`config.mk`:
```
export PLATFORM = sky130hd
export DESIGN_NAME = mem_arbiter
export DESIGN_NICKNAME = d
export VERILOG_FILES = /design/src/rtl/mem_arbiter.sv
export SDC_FILE = /design/constraint.sdc
export NUM_CORES = 1
export LEC_CHECK = 0
export ABC_AREA = 0
export BUFFER_PORTS_ARGS = -buffer_cell sky130_fd_sc_hd__buf_2
export CELL_PAD_IN_SITES_DETAIL_PLACEMENT = 1
export CELL_PAD_IN_SITES_GLOBAL_PLACEMENT = 2
export CORE_MARGIN = 1.5
export CORE_UTILIZATION = 27
export CTS_CLUSTER_DIAMETER = 100
export DETAILED_ROUTE_END_ITERATION = 8
export MAX_ROUTING_LAYER = met4
export PLACE_DENSITY = 0.86
export SKIP_LAST_GASP = 1
export SLEW_MARGIN = 5
export SYNTH_ARGS = -nofsm -noshare
export SYNTH_HDL_FRONTEND = slang
export SYNTH_SLANG_ARGS = --single-unit
```
`constraint.sdc`:
```
create_clock -name clk -period 2.5 [get_ports clk]
set_clock_uncertainty 0.15 [all_clocks]
set_input_delay 0.125 -clock clk [delete_from_list [all_inputs] [get_ports clk]]
set_output_delay 0.125 -clock clk [all_outputs]
set_load 0.01 [all_outputs]
```
`src/rtl/mem_arbiter.sv`:
```
`default_nettype none
// ============================================================================
// mem_arbiter: dbus-priority single-beat arbiter with ibus anti-starvation and response watchdog.
// Revision: 1.0
// ============================================================================
module mem_arbiter #(
    parameter int ADDR_W     = 32,
    parameter int DATA_W     = 32,
    parameter int STARVE_MAX = 4,
    parameter int TIMEOUT    = 255
) (
    input  logic                clk,
    input  logic                rst_n,
    input  logic                ibus_req_i,
    input  logic [ADDR_W-1:0]   ibus_addr_i,
    output logic [DATA_W-1:0]   ibus_data_o,
    output logic                ibus_ack_o,
    output logic                ibus_err_o,
    input  logic                dbus_req_i,
    input  logic                dbus_we_i,
    input  logic [ADDR_W-1:0]   dbus_addr_i,
    input  logic [DATA_W-1:0]   dbus_data_i,
    input  logic [DATA_W/8-1:0] dbus_sel_i,
    output logic [DATA_W-1:0]   dbus_data_o,
    output logic                dbus_ack_o,
    output logic                dbus_err_o,
    output logic                busy_o,
    output logic                mem_req_o,
    output logic                mem_we_o,
    output logic [ADDR_W-1:0]   mem_addr_o,
    output logic [DATA_W-1:0]   mem_wdata_o,
    output logic [DATA_W/8-1:0] mem_sel_o,
    input  logic                mem_rvalid_i,
    input  logic [DATA_W-1:0]   mem_rdata_i
);

    localparam int SEL_W = DATA_W / 8;
    localparam int SC_W  = (STARVE_MAX < 1) ? 1 : $clog2(STARVE_MAX + 1);
    localparam logic [SC_W-1:0] STARVE_LIM = SC_W'(STARVE_MAX);
    localparam logic [SC_W-1:0] SC_ONE     = SC_W'(1);
    localparam logic [7:0]      TO_LAST    = 8'(TIMEOUT - 1);

    typedef enum logic [1:0] {
        IDLE = 2'd0,
        BUSY = 2'd1,
        RESP = 2'd2
    } state_t;

    state_t              state, state_d;
    logic                owner, owner_d;          // 1 = dbus owns the port
    logic [SC_W-1:0]     starve_cnt, starve_cnt_d;
    logic [7:0]          to_cnt, to_cnt_d;
    logic                mem_req_d, mem_we_d;
    logic [ADDR_W-1:0]   mem_addr_d;
    logic [DATA_W-1:0]   mem_wdata_d;
    logic [SEL_W-1:0]    mem_sel_d;
    logic [DATA_W-1:0]   ibus_data_d, dbus_data_d;
    logic                ibus_ack_d, dbus_ack_d, ibus_err_d, dbus_err_d, busy_d;
    logic                grant_dbus;
    logic                resp_fire;
    logic [DATA_W-1:0]   resp_data;
    logic                resp_err;

    // dbus wins unless ibus has already waited out STARVE_MAX dbus grants
    assign grant_dbus = dbus_req_i && !(ibus_req_i && (starve_cnt == STARVE_LIM));

    always_comb begin
        state_d      = state;
        owner_d      = owner;
        starve_cnt_d = starve_cnt;
        to_cnt_d     = to_cnt;
        mem_req_d    = mem_req_o;
        mem_we_d     = mem_we_o;
        mem_addr_d   = mem_addr_o;
        mem_wdata_d  = mem_wdata_o;
        mem_sel_d    = mem_sel_o;
        ibus_data_d  = ibus_data_o;
        dbus_data_d  = dbus_data_o;
        ibus_err_d   = ibus_err_o;
        dbus_err_d   = dbus_err_o;
        ibus_ack_d   = 1'b0;
        dbus_ack_d   = 1'b0;
        resp_fire    = 1'b0;
        resp_data    = '0;
        resp_err     = 1'b0;

        case (state)
            IDLE: begin
                if (grant_dbus) begin
                    owner_d     = 1'b1;
                    mem_we_d    = dbus_we_i;
                    mem_addr_d  = dbus_addr_i;
                    mem_wdata_d = dbus_data_i;
                    mem_sel_d   = dbus_sel_i;
                    mem_req_d   = 1'b1;
                    to_cnt_d    = 8'd0;
                    state_d     = BUSY;
                    if (!ibus_req_i)
                        starve_cnt_d = '0;
                    else if (starve_cnt != STARVE_LIM)
                        starve_cnt_d = starve_cnt + SC_ONE;
                end else if (ibus_req_i) begin
                    owner_d      = 1'b0;
                    mem_we_d     = 1'b0;
                    mem_addr_d   = ibus_addr_i;
                    mem_wdata_d  = '0;
                    mem_sel_d    = '1;
                    mem_req_d    = 1'b1;
                    to_cnt_d     = 8'd0;
                    starve_cnt_d = '0;
                    state_d      = BUSY;
                end
            end
            BUSY: begin
                if (mem_rvalid_i) begin
                    resp_fire = 1'b1;
                    resp_data = mem_we_o ? '0 : mem_rdata_i;
                end else if (to_cnt == TO_LAST) begin
                    resp_fire = 1'b1;
                    resp_err  = 1'b1;
                end else begin
                    to_cnt_d = to_cnt + 8'd1;
                end
                if (resp_fire) begin
                    mem_req_d = 1'b0;
                    state_d   = RESP;
                    if (owner) begin
                        dbus_data_d = resp_data;
                        dbus_err_d  = resp_err;
                        dbus_ack_d  = 1'b1;
                    end else begin
                        ibus_data_d = resp_data;
                        ibus_err_d  = resp_err;
                        ibus_ack_d  = 1'b1;
                    end
                end
            end
            RESP:    state_d = IDLE;
            default: state_d = IDLE;
        endcase

        busy_d = (state_d != IDLE);
    end

    always_ff @(posedge clk or negedge rst_n) begin
        if (!rst_n) begin
            state       <= IDLE;
            owner       <= 1'b0;
            starve_cnt  <= '0;
            to_cnt      <= 8'd0;
            mem_req_o   <= 1'b0;
            mem_we_o    <= 1'b0;
            mem_addr_o  <= '0;
            mem_wdata_o <= '0;
            mem_sel_o   <= '0;
            ibus_data_o <= '0;
            dbus_data_o <= '0;
            ibus_err_o  <= 1'b0;
            dbus_err_o  <= 1'b0;
            ibus_ack_o  <= 1'b0;
            dbus_ack_o  <= 1'b0;
            busy_o      <= 1'b0;
        end else begin
            state       <= state_d;
            owner       <= owner_d;
            starve_cnt  <= starve_cnt_d;
            to_cnt      <= to_cnt_d;
            mem_req_o   <= mem_req_d;
            mem_we_o    <= mem_we_d;
            mem_addr_o  <= mem_addr_d;
            mem_wdata_o <= mem_wdata_d;
            mem_sel_o   <= mem_sel_d;
            ibus_data_o <= ibus_data_d;
            dbus_data_o <= dbus_data_d;
            ibus_err_o  <= ibus_err_d;
            dbus_err_o  <= dbus_err_d;
            ibus_ack_o  <= ibus_ack_d;
            dbus_ack_o  <= dbus_ack_d;
            busy_o      <= busy_d;
        end
    end

endmodule
`default_nettype wire
```
**Yosys cells after proc, flatten, opt, wreduce, memory -nomap -nowiden**

Cells that the tools add are included.

- Flip-flop bits (word level): 153
- Output and inout bits: 139

- Reductions and logical operators: 13
- Equality and inequality tests: 9
- Bitwise logic cells: 1
- Mux-type cells: 38
- Add/subtract/negate cells: 2

Operators by type and width:

| operator | number |
|---|---|
| $mux 32 | 6 |
| $mux 8 | 4 |
| $mux 1 | 16 |
| $pmux 8 s2 | 1 |
| $mux 3 | 4 |
| $reduce_and 3->1 | 4 |
| $add 8x1->8 const B | 1 |
| $eq 8x8->1 const B | 1 |
| $mux 4 | 2 |
| $mux 2 | 3 |
| $ne 2x2->1 const B | 3 |
| $ne 3x3->1 const B | 2 |
| $reduce_bool 2->1 | 3 |
| $pmux 2 s2 | 1 |
| $reduce_and 4->1 | 1 |
| $add 3x1->3 const B | 1 |
| $eq 3x3->1 const B | 1 |
| $ne 3x2->1 const B | 1 |
| $eq 2x1->1 const B | 1 |
| $logic_and 1x1->1 | 2 |
| $logic_not 2->1 | 1 |
| $pmux 1 s2 | 1 |
| $reduce_and 2->1 | 1 |
| $logic_not 1->1 | 1 |
| $not 1->1 | 1 |

**Logic depth before layout (Yosys ltp)**

- Word-level depth: 7
- Mapped depth: 9
- Mapped depth without buffers: 7

**Worst setup path before layout**

OpenSTA, ideal clock, no wires.

- Path type: flip-flop to flip-flop
- Start: reg state[1]
- End: reg to_cnt[1]
- Setup slack: 0.697 ns
- Clock period less this slack: 1.803 ns
- Stages on the path, launching flop included: 6
- Setup time: 0.125 ns
- Data arrival time: 1.529 ns
- Cell sequence: dfrtp_1 or3b_4 o21ba_4 nor2_2 inv_2 mux2_2

- Word-level cells in the longest chain between the ends: 3

RTL lines:

| element | RTL line | text |
|---|---|---|
| from (decl) | 49 | `state_t state, state_d;` |
| from (signal assigned) | 164 | `state <= state_d;` |
| $eq 2x1->1 or $logic_not 2->1 (tied branches) | 87 | `case (state)` |
| $ne 2x2->1 (no line), or another cell as far along | -- |  |
| $reduce_and 4->1 (no line) | -- |  |
| to (signal assigned) | 167 | `to_cnt <= to_cnt_d;` |
| to (decl) | 52 | `logic [7:0] to_cnt, to_cnt_d;` |

Several ways; a longest one is shown, not always the timed one.
A chain may end at the register's enable or synchronous reset.

**Worst setup path in the final report**

- Start: reg state[1]
- End: reg mem_addr_o[9]

- Word-level cells in the longest chain between the ends: 2

RTL lines:

| element | RTL line | text |
|---|---|---|
| $logic_not 2->1 | 87 |  |
| $reduce_and 2->1 (no line) | -- |  |
| to (signal assigned) | 170 | `mem_addr_o <= mem_addr_d;` |
| to (decl) | 30 | `output logic [ADDR_W-1:0] mem_addr_o,` |

Every way passes these cells.

==> qor.yml <==
timing:
  setup_viol: 0
  max_freq_mhz: 429
  fin_crit_ps: 2330
  whs_ps: 67.7
  period_share_pct: 93.3
  rsz0062_at_grt: "false"
  tightest_slew_ps: 515
  final-max-slew-violation-count: 0
  final_hold_viol_count: 0
  fin_ws_ps: 168
  slew_headroom_pct: 65.7
  setup_tns_ps: 0
yosys:
  synth_edf_count: 0
  synth_area_leaders: "dfrtp_1, a22o_1, nand2_1, a31oi_1, nand3_1"
  synth_seq_area_share_pct: 62.9
  yosysWarnings: 0
  synth_area_per_cell_um2: 10.6
  synth_ff_type: "dfrtp_1"
  ys_ff_latch: 153
  synth_fp_nets: 718
  synth_top_area_share_pct: 62.9
  synthDistinctLibCells: 40
  synthCells: 576
  yosys.area.top_type: "dfrtp_1"
  syn-cell-area_mm2: 0.00609
  synthArstFlopShare_pct: 100
clock_tree:
  cts_tree: "built"
  cts_inserted_buffers: 17
  htreeDepth: 4
  path_clk_slew_ps: 80
  root_buffer: "clkbuf_16"
  clkLatencyLatePin_ps: 410
  clockBufferDepth: 2
  clock-sinks: 153
global_routing:
  overflow: 0
  grt_pass1_vias: 6445
  antenna_found_initial: 1
  grt_pass1_wl_um: 35500
  grt_start_max_net_pins: 87
  grt_usage_pct: 19.7
worst_setup_path:
  worstPathArrival_ps: 2540
  crit_slowest_cell: "dlygate4sd3_1"
  max_stage_delay_ps: 600
  path_buf_inv: 2
  path_cells: "nor3_4 -> buf_12 -> nor2_1 -> a31oi_1 -> dlygate4sd3_1"
  critPathRequiredTime_ps: 2710
  crit_family: "buffers and inverters"
  setup.worst_path.class: "reg2reg"
  worst_setup_path_end_kind: "flip-flop"
  worstPathMaxFanout: 86
  cp-start-kind: "flip-flop"
cells_and_area:
  final_util_pct: 44.7
  final_cell_area_mm2: 0.00981
  drive_gt1_share_pct: 33.5
  area_growth_pct: 61.0
  fin_cells: 1276
  fin_nets: 1124
placed_design:
  place_inst: 1104
  gp_congestion: 0.803
  placed_cell_area_mm2: 0.00782
  dp_hpwl_um: 14000
  portBuffers: 276
  dpl_worst_slack_ps: 449
drt:
  first_pass_iters: 8
  drc_errors: 23
  wl_um: 22300
  drtIter0Drc: 230
  ant_nets: 0
  via_count: 6021
  wl_per_cell_um: 17.5
  avgViaCountPerCell: 4.72
power_and_ir_drop:
  peakVddDrop_v: 0.000425
  power_density_mw_per_mm2: 1160
  leakage_nw: 4.99
  total_power_mw: 11.4
floorplanning:
  core_area_mm2: 0.0220
  dieWidth_um: 153
  die_h_um: 153
  ioPinCount: 277
  rows: 54
  initial_core_util_pct: 27.7
  dieArea_mm2: 0.0235
job:
  cap_viol_max_count: 0
status:
  violations: "DRC"
  status: "finished, violations left"
min_path:
  hold_path.class: "in2async"
## final cells by class
class / count / area, um^2
clock inverter: 15 / 154
fill: 2492 / 12200
tap: 280 / 350
sequential: 153 / 3830
clock buffer: 17 / 425
multi-input combinational: 376 / 2090
timing repair buffer: 427 / 2930
inverter: 7 / 26.3
antenna: 1 / 2.50
## cells by family after synthesis
group | count (synthesis) | share of synthesized area [%]
muxes | 2 | 0.370
buffers and inverters | 47 | 3.20
AOI/OAI and AO/OA | 125 | 15.6
and+or+nand+nor | 245 | 17.1
DFF | 153 | 62.9
adders and majority gates | 4 | 0.822
## sequential cells by signal (all words and copies together), names as in the netlist
register / cells
mem_req_o: 1
ibus_data_o: 32
mem_sel_o: 4
dbus_data_o: 32
mem_wdata_o: 32
ibus_ack_o: 1
ibus_err_o: 1
owner: 1
dbus_err_o: 1
mem_we_o: 1
mem_addr_o: 32
starve_cnt: 3
to_cnt: 8
busy_o: 1
state: 2
dbus_ack_o: 1
## power by group
group          internal, mW  switching (mW)  leakage (nW)
Clock                  1.41            1.16         0.281
Sequential             3.54           0.659          1.91
Combinational          2.18            2.44          2.80
Total                  7.14            4.26          4.99
## layout by cell type, fill, tap and decap left out, types with 3 or more instances in the layout
master,Yosys,layout
buf_4,0,8
dfrtp_1,153,153
clkbuf_16,0,18
nor2_1,38,37
and3_1,3,3
a21oi_1,5,5
buf_2,15,275
nand3_1,40,40
inv_8,0,3
ha_1,4,4
dlygate4sd3_1,0,138
buf_12,0,4
inv_1,6,6
nand2_1,146,146
o21ai_0,8,8
inv_6,0,6
a22o_1,64,64
a21o_1,3,3
a31oi_1,36,36
## worst reg2reg max path: stages (launching register included)
cell and delay [ps]:
dfrtp_1 460, nor3_4 420, buf_12 360, nor2_1 120, a31oi_1 170, dlygate4sd3_1 600
## per-layer routing
metal  share of wire (%)  routed length, um  global-route usage, %
met5                   0                  0                      -
met4                 1.5                324                   5.00
met3                 7.2               1600                   4.99
met2                  49              11000                   33.2
met1                  42               9440                   23.6
## cell usage after synthesis, types with 2 or more instances
| cell type | number |
|---|---|
| and2_1 | 2 |
| o21ai_0 | 8 |
| a22o_1 | 64 |
| a21oi_1 | 5 |
| ha_1 | 4 |
| dfrtp_1 | 153 |
| buf_1 | 4 |
| inv_1 | 6 |
| clkbuf_1 | 21 |
| and3_1 | 3 |
| nand3_1 | 40 |
| a21o_1 | 3 |
| nand4_1 | 2 |
| mux2_2 | 2 |
| nand2b_1 | 2 |
| a31oi_1 | 36 |
| buf_2 | 15 |
| nor2_1 | 38 |
| nand2_1 | 146 |
| nor3_1 | 2 |
## what timing repair did
action,CTS,global route
endpoints found under the setup margin,0,23
endpoints found under the hold margin,244,0
buffers inserted,0,0
hold buffers,138,0
resized for setup,0,1
## worst paths after layout
kind | cells past startpoint | slack (ps) | start | end
setup / recovery | 5 | 170 | state[1]$_DFF_PN0_ | mem_addr_o[9]$_DFFE_PN0P_
hold / removal | 2 | 70 | rst_n | dbus_ack_o$_DFF_PN0_
setup reg to reg | 5 | 170 | state[1]$_DFF_PN0_ | mem_addr_o[9]$_DFFE_PN0P_
hold reg to reg | 2 | 310 | mem_wdata_o[13]$_DFFE_PN0P_ | mem_wdata_o[13]$_DFFE_PN0P_
max in group asynchronous | 3 | 1350 | rst_n | mem_wdata_o[15]$_DFFE_PN0P_
min in group clk | 2 | 310 | mem_wdata_o[13]$_DFFE_PN0P_ | mem_wdata_o[13]$_DFFE_PN0P_
No activity file was read; power rests on OpenSTA's default activity.
